### src/rtl/mt_maint_seq.sv
// Maintenance-mode sequencer: decodes MM/MOP/MDF writes into timed MC/BPICLK pulse trains.
// Optional loopback parity tracking and ROTLOOP check when MT_MAINT_PARITY_EN is defined.
module mt_maint_seq #(
  parameter int unsigned CLKDIV = 4
) (
  input  logic       clk,
  input  logic       rst,
  input  logic       mtmrWRITE,
  input  logic       mrMM,
  input  logic [3:0] mrMOP,
  input  logic [8:0] mrMDF,
  output logic       mrMC,
  output logic       mrBPICLK,
  output logic [8:0] mrLOOP,
  output logic       mrBUSY,
  output logic       mrDONE,
  output logic       mrERR,
  output logic       mrPAR
);

  typedef enum logic [2:0] {StIdle, StLoad, StHi, StLo, StDone} state_e;

  localparam logic [7:0] PhaseMax = 8'(CLKDIV - 1);
  localparam logic [3:0] OpStep   = 4'd1;
  localparam logic [3:0] OpLd     = 4'd2;
  localparam logic [3:0] OpRot    = 4'd3;
  localparam logic [3:0] OpBpi    = 4'd4;

  state_e     r_state;
  logic [3:0] r_op;
  logic [8:0] r_sh;
  logic [8:0] r_cnt;
  logic [8:0] r_loop;
  logic [7:0] r_phase;
  logic       r_mc;
  logic       r_bpi;
  logic       r_busy;
  logic       r_done;
  logic       r_err;

  logic       w_wr_set;
  logic       w_wr_clr;
  logic       w_ready;
  logic       w_legal;
  logic       w_empty;
  logic       w_shifts;
  logic       w_rot_bad;
  logic [8:0] w_cnt_init;
  logic [8:0] w_loop_shift;

  assign w_wr_set = mtmrWRITE & mrMM;
  assign w_wr_clr = mtmrWRITE & ~mrMM;
  // DONE counts as idle so a write landing on the completion cycle is accepted.
  assign w_ready  = (r_state == StIdle) | (r_state == StDone);
  assign w_legal  = (mrMOP <= OpBpi);
  assign w_empty  = (w_cnt_init == 9'd0);
  assign w_shifts = (r_op == OpLd) | (r_op == OpRot);
  assign w_loop_shift = {r_loop[7:0], (r_op == OpLd) ? r_sh[8] : r_loop[8]};

  always_comb begin
    w_cnt_init = 9'd0;
    case (mrMOP)
      OpStep:      w_cnt_init = 9'd1;
      OpLd, OpRot: w_cnt_init = 9'd9;
      OpBpi:       w_cnt_init = mrMDF;
      default:     w_cnt_init = 9'd0;
    endcase
  end

`ifdef MT_MAINT_PARITY_EN
  logic r_par;
  logic r_par_cap;

  always_ff @(posedge clk or posedge rst) begin
    if (rst) begin
      r_par     <= 1'b0;
      r_par_cap <= 1'b0;
    end else begin
      r_par <= ^r_loop;
      if (r_state == StLoad) r_par_cap <= r_par;
    end
  end

  assign w_rot_bad = (r_state == StDone) && (r_op == OpRot) && ((^r_loop) != r_par_cap);
  assign mrPAR     = r_par;
`else
  assign w_rot_bad = 1'b0;
  assign mrPAR     = 1'b0;
`endif

  always_ff @(posedge clk or posedge rst) begin
    if (rst) begin
      r_state <= StIdle;
      r_op    <= 4'd0;
      r_sh    <= 9'd0;
      r_cnt   <= 9'd0;
      r_loop  <= 9'd0;
      r_phase <= 8'd0;
      r_mc    <= 1'b0;
      r_bpi   <= 1'b0;
      r_busy  <= 1'b0;
      r_done  <= 1'b0;
      r_err   <= 1'b0;
    end else begin
      r_done <= 1'b0;
      if (w_wr_clr) begin
        r_err   <= 1'b0;
        r_loop  <= 9'd0;
        r_state <= StIdle;
        r_mc    <= 1'b0;
        r_bpi   <= 1'b0;
        r_busy  <= 1'b0;
      end else begin
        if (w_wr_set && !w_ready) r_err <= 1'b1;
        if (w_rot_bad) r_err <= 1'b1;
        case (r_state)
          StIdle, StDone: begin
            r_state <= StIdle;
            if (w_wr_set) begin
              if (!w_legal) begin
                r_err <= 1'b1;
              end else begin
                r_op  <= mrMOP;
                r_sh  <= mrMDF;
                r_cnt <= w_cnt_init;
                if (w_empty) begin
                  r_state <= StDone;
                  r_done  <= 1'b1;
                end else begin
                  r_state <= StLoad;
                  r_busy  <= 1'b1;
                end
              end
            end
          end
          StLoad: begin
            r_state <= StHi;
            r_phase <= PhaseMax;
            r_mc    <= (r_op != OpBpi);
            r_bpi   <= (r_op == OpBpi);
          end
          StHi: begin
            if (r_phase == 8'd0) begin
              r_state <= StLo;
              r_phase <= PhaseMax;
              r_mc    <= 1'b0;
              r_bpi   <= 1'b0;
            end else begin
              r_phase <= r_phase - 8'd1;
            end
          end
          StLo: begin
            if (r_phase != 8'd0) begin
              r_phase <= r_phase - 8'd1;
            end else begin
              r_cnt <= r_cnt - 9'd1;
              if (w_shifts) begin
                r_loop <= w_loop_shift;
                r_sh   <= {r_sh[7:0], 1'b0};
              end
              if (r_cnt == 9'd1) begin
                r_state <= StDone;
                r_done  <= 1'b1;
                r_busy  <= 1'b0;
              end else begin
                r_state <= StHi;
                r_phase <= PhaseMax;
                r_mc    <= (r_op != OpBpi);
                r_bpi   <= (r_op == OpBpi);
              end
            end
          end
          default: r_state <= StIdle;
        endcase
      end
    end
  end

  assign mrMC     = r_mc;
  assign mrBPICLK = r_bpi;
  assign mrLOOP   = r_loop;
  assign mrBUSY   = r_busy;
  assign mrDONE   = r_done;
  assign mrERR    = r_err;

endmodule
### config.mk
export PLATFORM = sky130hd
export DESIGN_NAME = mt_maint_seq
export DESIGN_NICKNAME = d
export VERILOG_FILES = /design/src/rtl/mt_maint_seq.sv
export SDC_FILE = /design/constraint.sdc
export NUM_CORES = 1
export LEC_CHECK = 0
export CAP_MARGIN = 5
export CELL_PAD_IN_SITES_DETAIL_PLACEMENT = 1
export CELL_PAD_IN_SITES_GLOBAL_PLACEMENT = 2
export CORE_MARGIN = 8
export CORE_UTILIZATION = 36
export DETAILED_ROUTE_END_ITERATION = 8
export GPL_TIMING_DRIVEN = 0
export HOLD_SLACK_MARGIN = 0.03
export PLACE_DENSITY_LB_ADDON = 0.15
export SLEW_MARGIN = 15
export SYNTH_ARGS = -nofsm -noshare
export SYNTH_HDL_FRONTEND = slang
export SYNTH_SLANG_ARGS = --single-unit
export TNS_END_PERCENT = 5
### constraint.sdc
create_clock -name clk -period 3.9 [get_ports clk]
set_clock_uncertainty 0.15 [all_clocks]
set_input_delay 0.78 -clock clk [delete_from_list [all_inputs] [get_ports clk]]
set_output_delay 0.78 -clock clk [all_outputs]
set_load 0.05 [all_outputs]
# After elaboration in Yosys (flattened, before gate mapping)

Cells that the tools add are included.

Add/subtract/negate cells: 2
Order comparisons: 1
Equal/unequal tests: 26
Mux-type cells: 55
Bitwise logic cells: 6
Reductions and logical operators: 22

Operator list:

| operator            | count |
|---|---|
| $mux 9              | 11 |
| $pmux 9 s2          | 2 |
| $pmux 9 s3          | 1 |
| $mux 1              | 25 |
| $mux 8              | 3 |
| $ne 3x3->1 const B  | 8 |
| $pmux 8 s3          | 1 |
| $mux 3              | 7 |
| $eq 4x2->1 const B  | 4 |
| $pmux 3 s4          | 1 |
| $reduce_and 6->1    | 2 |
| $ne 2x2->1 const B  | 5 |
| $eq 9x1->1 const B  | 1 |
| $logic_not 9->1     | 1 |
| $sub 9x1->9 const B | 1 |
| $eq 4x3->1 const B  | 2 |
| $logic_not 8->1     | 1 |
| $reduce_and 4->1    | 2 |
| $reduce_bool 8->1   | 1 |
| $sub 8x1->8 const B | 1 |
| $eq 3x2->1 const B  | 2 |
| $pmux 1 s3          | 2 |
| $reduce_and 3->1    | 2 |
| $reduce_bool 2->1   | 3 |
| 17 further kinds    | 23 |

Register bits: 47
Input port bits: 17
Output and inout port bits: 15
Word-level logic and storage cells: 123

# Depth between registers and ports, before layout

Depth after elaboration: 9
Gate-level depth with buffers: 8
Gate-level depth less buffers: 8

# Worst setup path before layout

Ideal clock, no wire load.

Kind: in2reg
From: input mrMOP[1]
To: register r_busy (netlist: mrBUSY)
Library setup time: 0.125 ns
Arrival: 2.226 ns
Required time: 3.625 ns
Path slack: 1.399 ns
Stages on the path: 5
Path buffers: 0
Cells stage by stage: or4b_1 -> o22ai_1 -> nor4_1 -> a211oi_1 -> mux2_2

Longest elaborated chain between the ends: 6
Elaborated cells between the ends (all ways): 11
Those cells by class: order compare: 1; eq/ne: 6; mux: 1; reduce/logical: 3

Ends and longest elaborated chain:

| element                        | line | text |
|---|---|---|
| from (decl)                    | 10   | `input logic [3:0] mrMOP,` |
| $eq 4x2->1                     | 62   | `case (mrMOP)` |
| $reduce_or 2->1                | 62   |  |
| $pmux 9 s3                     | 62   |  |
| $logic_not 9->1                | 56   | `assign w_empty = (w_cnt_init == 9'd0);` |
| $ne 3x3->1 (no line)           | n/a  |  |
| $reduce_and 6->1 (no line) (*) | n/a  |  |
| to (signal assigned)           | 101  | `r_busy <= 1'b0;` |
| to (signal assigned)           | 112  | `r_busy <= 1'b0;` |
| to (signal assigned)           | 131  | `r_busy <= 1'b1;` |
| to (decl)                      | 37   | `logic r_busy;` |

Mark *: on every way between the ends. The rest lies on a longest branch, timed or not.
A chain may end at the register's enable or synchronous reset.

# Final worst setup path

From: input mrMOP[2]
To: register r_busy (netlist: mrBUSY)

Same word-level chain as after synthesis.

==> qor.yml <==
timing:
  setup_ws_ns: 0.8709
  drv_slew: 0
  setup_tns_ns: 0
  period_share_pct: 77.67
  clock.fmax_mhz: 330.1
  maxSlewHeadroom_pct: 47.52
  setup_viol: 0
  grt_setup_unrepaired: "false"
  fin_crit_ns: 3.029
  worst_pin_slew_ns: 0.7801
  finalHoldViolCount: 0
setup_path:
  slowest_delay_ns: 0.63
  startpoint_type: "input pin"
  r2r_start: "r_phase[0]"
  critPathMaxFanout: 8
  end_kind: "flop"
  r2r_cells: 7
  r2r_slack_ns: 1.28
  path_cells: "clkdlybuf4s50_1 > or4b_1 > o22ai_1 > nor4_1 > a211oi_1 > mux2_2"
  required_ns: 3.95
  worstReg2RegEnd: "mrBUSY"
  critical_path_buf_inv_count: 1
  cp.arrival_ns: 3.08
  critical_path_class: "in -> reg"
  cp_slowest_cell: "clkdlybuf4s50_1"
  cp_top_family: "simple AND/OR/NAND/NOR gates"
yosys:
  yosys-top-cells-area: "dfrtp_1, nor2_1, mux2i_1"
  synthCells: 279
  yosysTopAreaCell: "dfrtp_1"
  synth-edff-count: 0
  syn_nets: 300
  synth_top_area_share_pct: 46.70
  syn_avg_cell_area_um2: 9.027
  synth_ff_type: "dfrtp_1"
  async_reset_ff_share_pct: 100.0
  synth_seq_cells: 47
  yosysWarnings: 0
  netlist_area_um2: 2519
  ys_types: 51
  ys_seq_area_share_pct: 46.70
floorplan:
  pin_count: 32
  core_um2: 6794
  num_rows: 30
  die_area_um2: 9929
  die_w_um: 99.65
  initial_core_util_pct: 37.07
  chipHeight_um: 99.65
route:
  routed_via_density: 5.254
  routedWlPerCell_um: 16.36
  drc: 0
  drtAntennaViolNets: 0
  vias: 2175
  m1WireLength_mm: 3.465
  drt_wl_total_mm: 6.771
  drt_iter0_markers: 37
  firstDrtPassIters: 4
  routed.top_layer: "met4"
  wl_met3_um: 187
  met2_length_mm: 3.044
clock_tree:
  h-tree-depth: 2
  cts_hold_buffers: 0
  cts_resized: 0
  cts_sinks: 47
  cts_tree: "built"
  cts_buffers: 5
  post_cts_buffers: 0
  ctsRootBufferMaster: "clkbuf_8"
  clock_latency_ns: 0.31
  cts_buffer_depth: 2
  cts.clk_slew.worst_paths_ns: 0.10
placed_design:
  pre_cts_ws_ns: 0.6013
  placed_cells: 406
  place.detailed.hpwl_mm: 5.132
  port_buffers: 30
  dpl-instance-area_um2: 2959
  gp_congestion: 0.7991
hold_path:
  min_path_cells: 1
  whs_endpoint: "r_phase[7]"
  hold_start: "r_phase[7]"
  hold_class: "reg -> reg"
outcome:
  outcome: "complete, no violations"
final_layout:
  stdcell_count: 414
  nFillCells: 801
  design_area_um2: 3047
  nets: 338
  area_growth_syn_to_layout_pct: 20.96
  layout-drive-gt1-share_pct: 8.176
  antenna_cells: 0
run:
  drv_cap: 0
grt:
  grt_pass1_vias: 2289
  grt_pass1_wl_mm: 11.61
  grt_max_degree: 25
  antenna_found_initial: 0
  track_usage_pct: 14.47
  grt_overflow: 0
power_and_ir_drop:
  p_per_area_nw_per_um2: 616.5
  p_leak_nw: 1.333
  irDropWorstVdd_v: 0.0003126
  power_mw: 1.878
worst max-delay path by stage:
stage                     cells after the start  endpoint  startpoint  slack (ns)
after global placement                        6    mrBUSY    mrMOP[2]        0.61
after detailed placement                      6    mrBUSY    mrMOP[2]        0.60
after global routing                          6    mrBUSY    mrMOP[2]        0.80
after floorplan                               5    mrBUSY    mrMOP[1]        1.40
final                                         6    mrBUSY    mrMOP[2]        0.87
after CTS                                     6    mrBUSY    mrMOP[2]        0.91
through the flow:
step	hold WS, ns	util (%)
global route	0.3779	44.84
CTS	0.3450	44.84
global placement	0.3089	43.26
floorplan	0.2868	-
detailed placement	0.3289	43.55
finish	0.3469	44.84
state kept, by name, summed over array words and instances (netlist names):
register	flops
mrERR	1
mrDONE	1
r_op	4
r_cnt	9
mrMC	1
r_phase	8
mrLOOP	9
r_state	3
mrBPICLK	1
mrBUSY	1
r_sh	9
Yosys cell counts, types with 3 or more instances:
cell type,number
nand2_1,31
clkbuf_1,6
nor2b_1,6
a31oi_1,12
inv_1,10
nand3_1,4
ha_1,4
a22oi_1,3
nor4_1,3
a211oi_1,4
nor3_1,6
mux2i_1,12
dfrtp_1,47
nor2_1,40
or3_1,3
o21ai_0,16
mux2_2,4
a21oi_1,11
o21ai_1,13
report_power, final:
| group | internal, mW | leakage (nW) | switching, mW |
|---|---|---|---|
| logic | 0.316 | 0.681 | 0.481 |
| registers | 0.640 | 0.604 | 0.135 |
| clock network | 0.127 | 0.0483 | 0.179 |
| total | 1.08 | 1.33 | 0.795 |
cell type report:
| class | count | area, um^2 | share of cell area [%] |
|---|---|---|---|
| well taps | 96 | 120.1 | 3.943 |
| clock inverters | 3 | 18.77 | 0.6160 |
| plain buffers | 10 | 47.55 | 1.561 |
| inverters | 10 | 37.54 | 1.232 |
| repair buffers | 31 | 320.3 | 10.51 |
| flip-flops and latches | 47 | 1176 | 38.60 |
| multi-input cells | 212 | 1257 | 41.27 |
| clock buffers | 5 | 68.82 | 2.259 |
logic make-up after synthesis:
kind of cell,after synthesis,synth area share (%)
xor gates and xnor gates,1,0.3478
and+or+nand+nor,115,22.26
AOI/OAI and AO/OA,75,18.63
adders and majority gates,4,1.987
other,1,0.1489
buffers and inverters,20,3.378
muxes,16,6.557
DFF,47,46.70
cells in the final DEF, fill, tap and decap left out, types with 5 or more instances in the layout:
| cell type | count |
|---|---|
| dfrtp_1 | 47 |
| nor2_1 | 40 |
| nand2_1 | 31 |
| clkdlybuf4s50_1 | 30 |
| o21ai_0 | 16 |
| o21ai_1 | 13 |
| mux2i_1 | 12 |
| a31oi_1 | 12 |
| a21oi_1 | 11 |
| inv_1 | 9 |
| nor2b_1 | 6 |
| clkbuf_1 | 6 |
| nor3_1 | 6 |
| clkbuf_8 | 5 |
per-layer routing:
layer  vias up  track usage (%)
li1       1067                -
met1      1079            19.51
met2        23            22.57
met3         6            3.073
met4         0            4.307
met5         -                0
No activity file was read; power rests on OpenSTA's default activity.
==> RTL edit 1: new RTL, same flow settings <==
Add an input register stage for `mrMOP`; this delays it by one clock. The other inputs are not delayed to match.
--- a/src/rtl/mt_maint_seq.sv
+++ b/src/rtl/mt_maint_seq.sv
@@ -26,6 +26,12 @@
   localparam logic [3:0] OpRot    = 4'd3;
   localparam logic [3:0] OpBpi    = 4'd4;
 
+  logic [3:0] mrMOP_q;
+
+  always_ff @(posedge clk) begin
+    mrMOP_q <= mrMOP;
+  end
+
   state_e     r_state;
   logic [3:0] r_op;
   logic [8:0] r_sh;
@@ -52,14 +58,14 @@
   assign w_wr_clr = mtmrWRITE & ~mrMM;
   // DONE counts as idle so a write landing on the completion cycle is accepted.
   assign w_ready  = (r_state == StIdle) | (r_state == StDone);
-  assign w_legal  = (mrMOP <= OpBpi);
+  assign w_legal  = (mrMOP_q <= OpBpi);
   assign w_empty  = (w_cnt_init == 9'd0);
   assign w_shifts = (r_op == OpLd) | (r_op == OpRot);
   assign w_loop_shift = {r_loop[7:0], (r_op == OpLd) ? r_sh[8] : r_loop[8]};
 
   always_comb begin
     w_cnt_init = 9'd0;
-    case (mrMOP)
+    case (mrMOP_q)
       OpStep:      w_cnt_init = 9'd1;
       OpLd, OpRot: w_cnt_init = 9'd9;
       OpBpi:       w_cnt_init = mrMDF;
@@ -120,7 +126,7 @@
               if (!w_legal) begin
                 r_err <= 1'b1;
               end else begin
-                r_op  <= mrMOP;
+                r_op  <= mrMOP_q;
                 r_sh  <= mrMDF;
                 r_cnt <= w_cnt_init;
                 if (w_empty) begin
Formal check against the unedited RTL: not equivalent (Yosys sat finds a counterexample within 4 cycles, from zero or initial values and one cycle with rst high).
==> RTL edit 1 against the unedited design <==
Highest routed layer unchanged. Count of clock-buffer cells in the layout stayed put. Setup slack improved by 0.16 ns. Cell count decreased by 1.7%. Sequential share of layout area about the same. First-iteration DRC count is 54% higher. Global-route usage grew 0.89 points. Sequential cell count increased by 4. Synthesized area rose by 7.5%. Cell area increased by 6.7%. Routed wire length grew 10%. Critical endpoint is now r_phase[1]$_DFFE_PP0P_.
Power is not compared: it rests on default switching activity, and its combinational part moved more than twofold at a synthesized area within 25%.
==> RTL edit 1: results <==
status:
  status: "completed"
grt:
  use_met2_pct: 25.1
  grt_max_degree: 29
  grt_pass1_wl_um: 12700
  grt_pass1_vias: 2491
  grt_usage_pct: 15.4
  grt_use_met1_pct: 20.6
  met3_usage_pct: 2.77
synth:
  synth-compound-area-share_pct: 23.6
  async_flop_share_pct: 92.2
  synth_xor_area_share_pct: 0.323
  yosysSeqAreaShare_pct: 46.4
  synth_adder_area_share_pct: 1.39
  synth_nets: 289
  synth_mux_area_share_pct: 5.96
  synth.distinct_cells: 66
  netlist_top_cells_area: "dfrtp_1 (43%), a22o_1 (4.2%), nand2_1 (4.0%), mux2_1 (3.3%), dfxtp_1 (3.0%)"
routing:
  route.met3.wl_um: 163
  wl_met2_um: 3530
  via_per_inst: 5.64
  wl_met1_um: 3700
  wl_um: 7470
placement:
  gp_congestion: 0.792
  pre_cts_slack_ns: 0.709
pwr:
  total_power_mw: 1.41
worst_setup_path:
  startpoint: "mtmrWRITE"
  critPathCapture: "r_phase[1]$_DFFE_PP0P_"
  critPathMaxFanout: 7
  r2r_slack_ns: 1.21
  cpLargestDelayFamily: "buffers and inverters"
  arrival_ns: 2.92
  critical-path-slowest-cell: "nor3_1"
  reg2reg_depth: 6
hold_path:
  min_from: "r_sh[3]$_DFFE_PP0P_"
  hold_end: "r_sh[3]$_DFFE_PP0P_"
  holdPathStages: 1
sta:
  slew_headroom_pct: 49.1
  fmax_ghz: 0.349
clocking:
  clock-root-buffer: "clkbuf_8"
layout:
  nets: 327
  drive_gt1_share_pct: 12.7
  num-fill-cells: 834
  seqCellArea_sq_mm: 0.00126
[RTL edit 1: cell count changes after synthesis, moves of 4 or more]
cell | before | now
mux2i_1 | 12 | 0
a22o_1 | 0 | 13
dfxtp_1 | 0 | 4
o211ai_1 | 0 | 6
nor2_1 | 40 | 13
mux2_1 | 0 | 8
o21ai_1 | 13 | 1
a211oi_1 | 4 | 0
a31oi_1 | 12 | 8
[RTL edit 1: metrics by stage]
step / cells / hold slack, ns
after global placement: 398 / 0.318
after floorplan: 269 / 0.302
after detailed placement: 399 / 0.330
final: 407 / 0.345
after CTS: 407 / 0.353
after global routing: 407 / 0.376
[RTL edit 1: area by class of cell]
class	instances	share of cell area, %
clock buffer	5	2.12
tap	99	3.81
buffer	13	1.85
inverter	10	1.15
clock inverter	3	0.731
sequential	51	38.6
timing repair buffer	31	10.1
multi-input combinational	195	41.6
==> RTL edit 2: new RTL, same flow settings <==
Made on the original files. Add a define of `MT_MAINT_PARITY_EN`.
--- a/src/rtl/mt_maint_seq.sv
+++ b/src/rtl/mt_maint_seq.sv
@@ -1,5 +1,7 @@
 // Maintenance-mode sequencer: decodes MM/MOP/MDF writes into timed MC/BPICLK pulse trains.
 // Optional loopback parity tracking and ROTLOOP check when MT_MAINT_PARITY_EN is defined.
+`define MT_MAINT_PARITY_EN
+
 module mt_maint_seq #(
   parameter int unsigned CLKDIV = 4
 ) (
Behaviour: same outputs for any inputs over 10 cycles, from zero or initial values and one cycle with rst high; that may be too few to reach the edited logic, so the function may still have changed.
==> RTL edit 2 against the unedited design <==
First-iteration DRC count grew 70%. Largest cell class unchanged. Synthesized cell count grew 4.3%. Sequential cell count grew 2. Routed wire length grew 10%. Worst hold slack gained 0.0074 ns. Clock power grew 2%. Critical path depth is the same. Power is essentially flat. Die area grew 6.0%. Cell area grew 6.3%. Maximum frequency grew 9.3%. Synthesized area grew 7.2%. Setup slack gained 0.26 ns. Via count grew 7.1%. Largest power group is now sequential cells.
==> RTL edit 2: results <==
layout:
  drive_gt1_share_pct: 8.48
  syn2layout_area_growth_pct: 20.0
  nets: 351
  multi_input_area_share_pct: 42.7
  multi_input_cells: 222
  num-fill-cells: 853
  clk_share_pct: 2.67
  clock_buffers: 7
  sh_seq_area_pct: 37.9
  nonClockBufferCount: 42
  area_share_nonclk_buffers_pct: 11.8
grt:
  met3_usage_pct: 2.63
  grt_max_degree: 26
  grt_pass1_wl_um: 12900
  use_met2_pct: 23.2
  grt_usage_pct: 15.5
  grt_pass1_vias: 2521
  grt_use_met1_pct: 21.9
worst_setup_path:
  reg2reg_depth: 8
  critical-path-slowest-cell: "nor4b_1"
  cpLargestDelayFamily: "compound AO/OA/AOI/OAI gates"
  max_stage_delay_ns: 0.66
  critPathMaxFanout: 7
  arrival_ns: 2.82
floorplanning:
  nWellTaps: 99
placement:
  place_area_sq_mm: 0.00315
  portBuffers: 31
  pre_cts_slack_ns: 0.800
  hpwl_um: 5540
  dpl.cell_count: 422
  gp_congestion: 0.754
synth:
  synth_top_area_share_pct: 45.4
  synthTopCellsByCount: "dfrtp_1 (49), nand2_1 (39), a21oi_1 (24), o21ai_0 (24), nor2_1 (23)"
  netlist_top_cells_area: "dfrtp_1 (45%), nand2_1 (5.4%), a21oi_1 (4.5%), o21ai_0 (4.5%), nor2_1 (3.2%)"
  synth_top_flop_cell: "dfrtp_1"
  netlist_instances: 291
  synth_nets: 312
  synth.distinct_cells: 60
  yosysSeqAreaShare_pct: 45.4
routing:
  wl_um: 7470
  via_per_inst: 5.43
  route.met3.wl_um: 223
  wl_met2_um: 3260
  wl_met1_um: 3900
  drt_iter0_markers: 63
clocking:
  postCtsSetupBuffers: 0
  clkSlewWorstSetupHoldPaths_ns: 0.09
  clockBufferDepth: 2
  cts_sinks: 49
pwr:
  p_leak_nw: 1.37
  ir_worst_vdd_mv: 0.186
status:
  status: "completed"
hold_path:
  min_path_type: "register to register"
sta:
  tightest_slew_ns: 0.697
## RTL edit 2: cell count changes after synthesis, moves of 4 or more
cell,delta
nor2_1,-17
nand2b_1,+4
o22ai_1,+6
a2bb2oi_1,+8
a21oi_1,+13
o21ai_0,+8
o21ai_1,-12
xnor2_1,+4
nand2_1,+8
mux2i_1,-10
a31oi_1,-8
## RTL edit 2: power groups by stage
stage | Combinational (mW) | Clock [mW] | Sequential (mW)
3_5_place_dp | 0.770 | 0 | 0.812
5_1_grt | 0.864 | 0.336 | 0.826
6_report | 0.771 | 0.311 | 0.798
2_1_floorplan | 0.542 | 0 | 0.808
3_3_place_gp | 0.754 | 0 | 0.805
4_1_cts | 0.778 | 0.320 | 0.801
## RTL edit 2: path summary, 6_finish.rpt
| path | start | to | slack [ns] |
|---|---|---|---|
| worst max-delay path | mrMOP[3] | mrBUSY$_DFFE_PP0P_ | 1.13 |
| worst min-delay path | r_phase[7]$_DFFE_PP0P_ | r_phase[7]$_DFFE_PP0P_ | 0.35 |
| worst max register to register | r_phase[0]$_DFFE_PP0P_ | r_cnt[7]$_DFFE_PP0P_ | 1.38 |
| worst min register to register | r_phase[7]$_DFFE_PP0P_ | r_phase[7]$_DFFE_PP0P_ | 0.35 |
| max in group asynchronous | rst | mrLOOP[0]$_DFFE_PP0P_ | 2.37 |
| min in group asynchronous | rst | r_cnt[1]$_DFFE_PP0P_ | 0.70 |
## RTL edit 2: logic make-up after synthesis
kind of cell             count (synthesis)  share of synthesized area (%)
adder cells (fa/ha/maj)                  4                           1.85
XOR/XNOR                                 8                           3.62
flip-flops                              49                           45.4
multiplexers                             4                           1.58
buffers and inverters                   20                           3.29
AO/OA/AOI/OAI                           96                           23.6
AND/OR/NAND/NOR                        110                           20.7
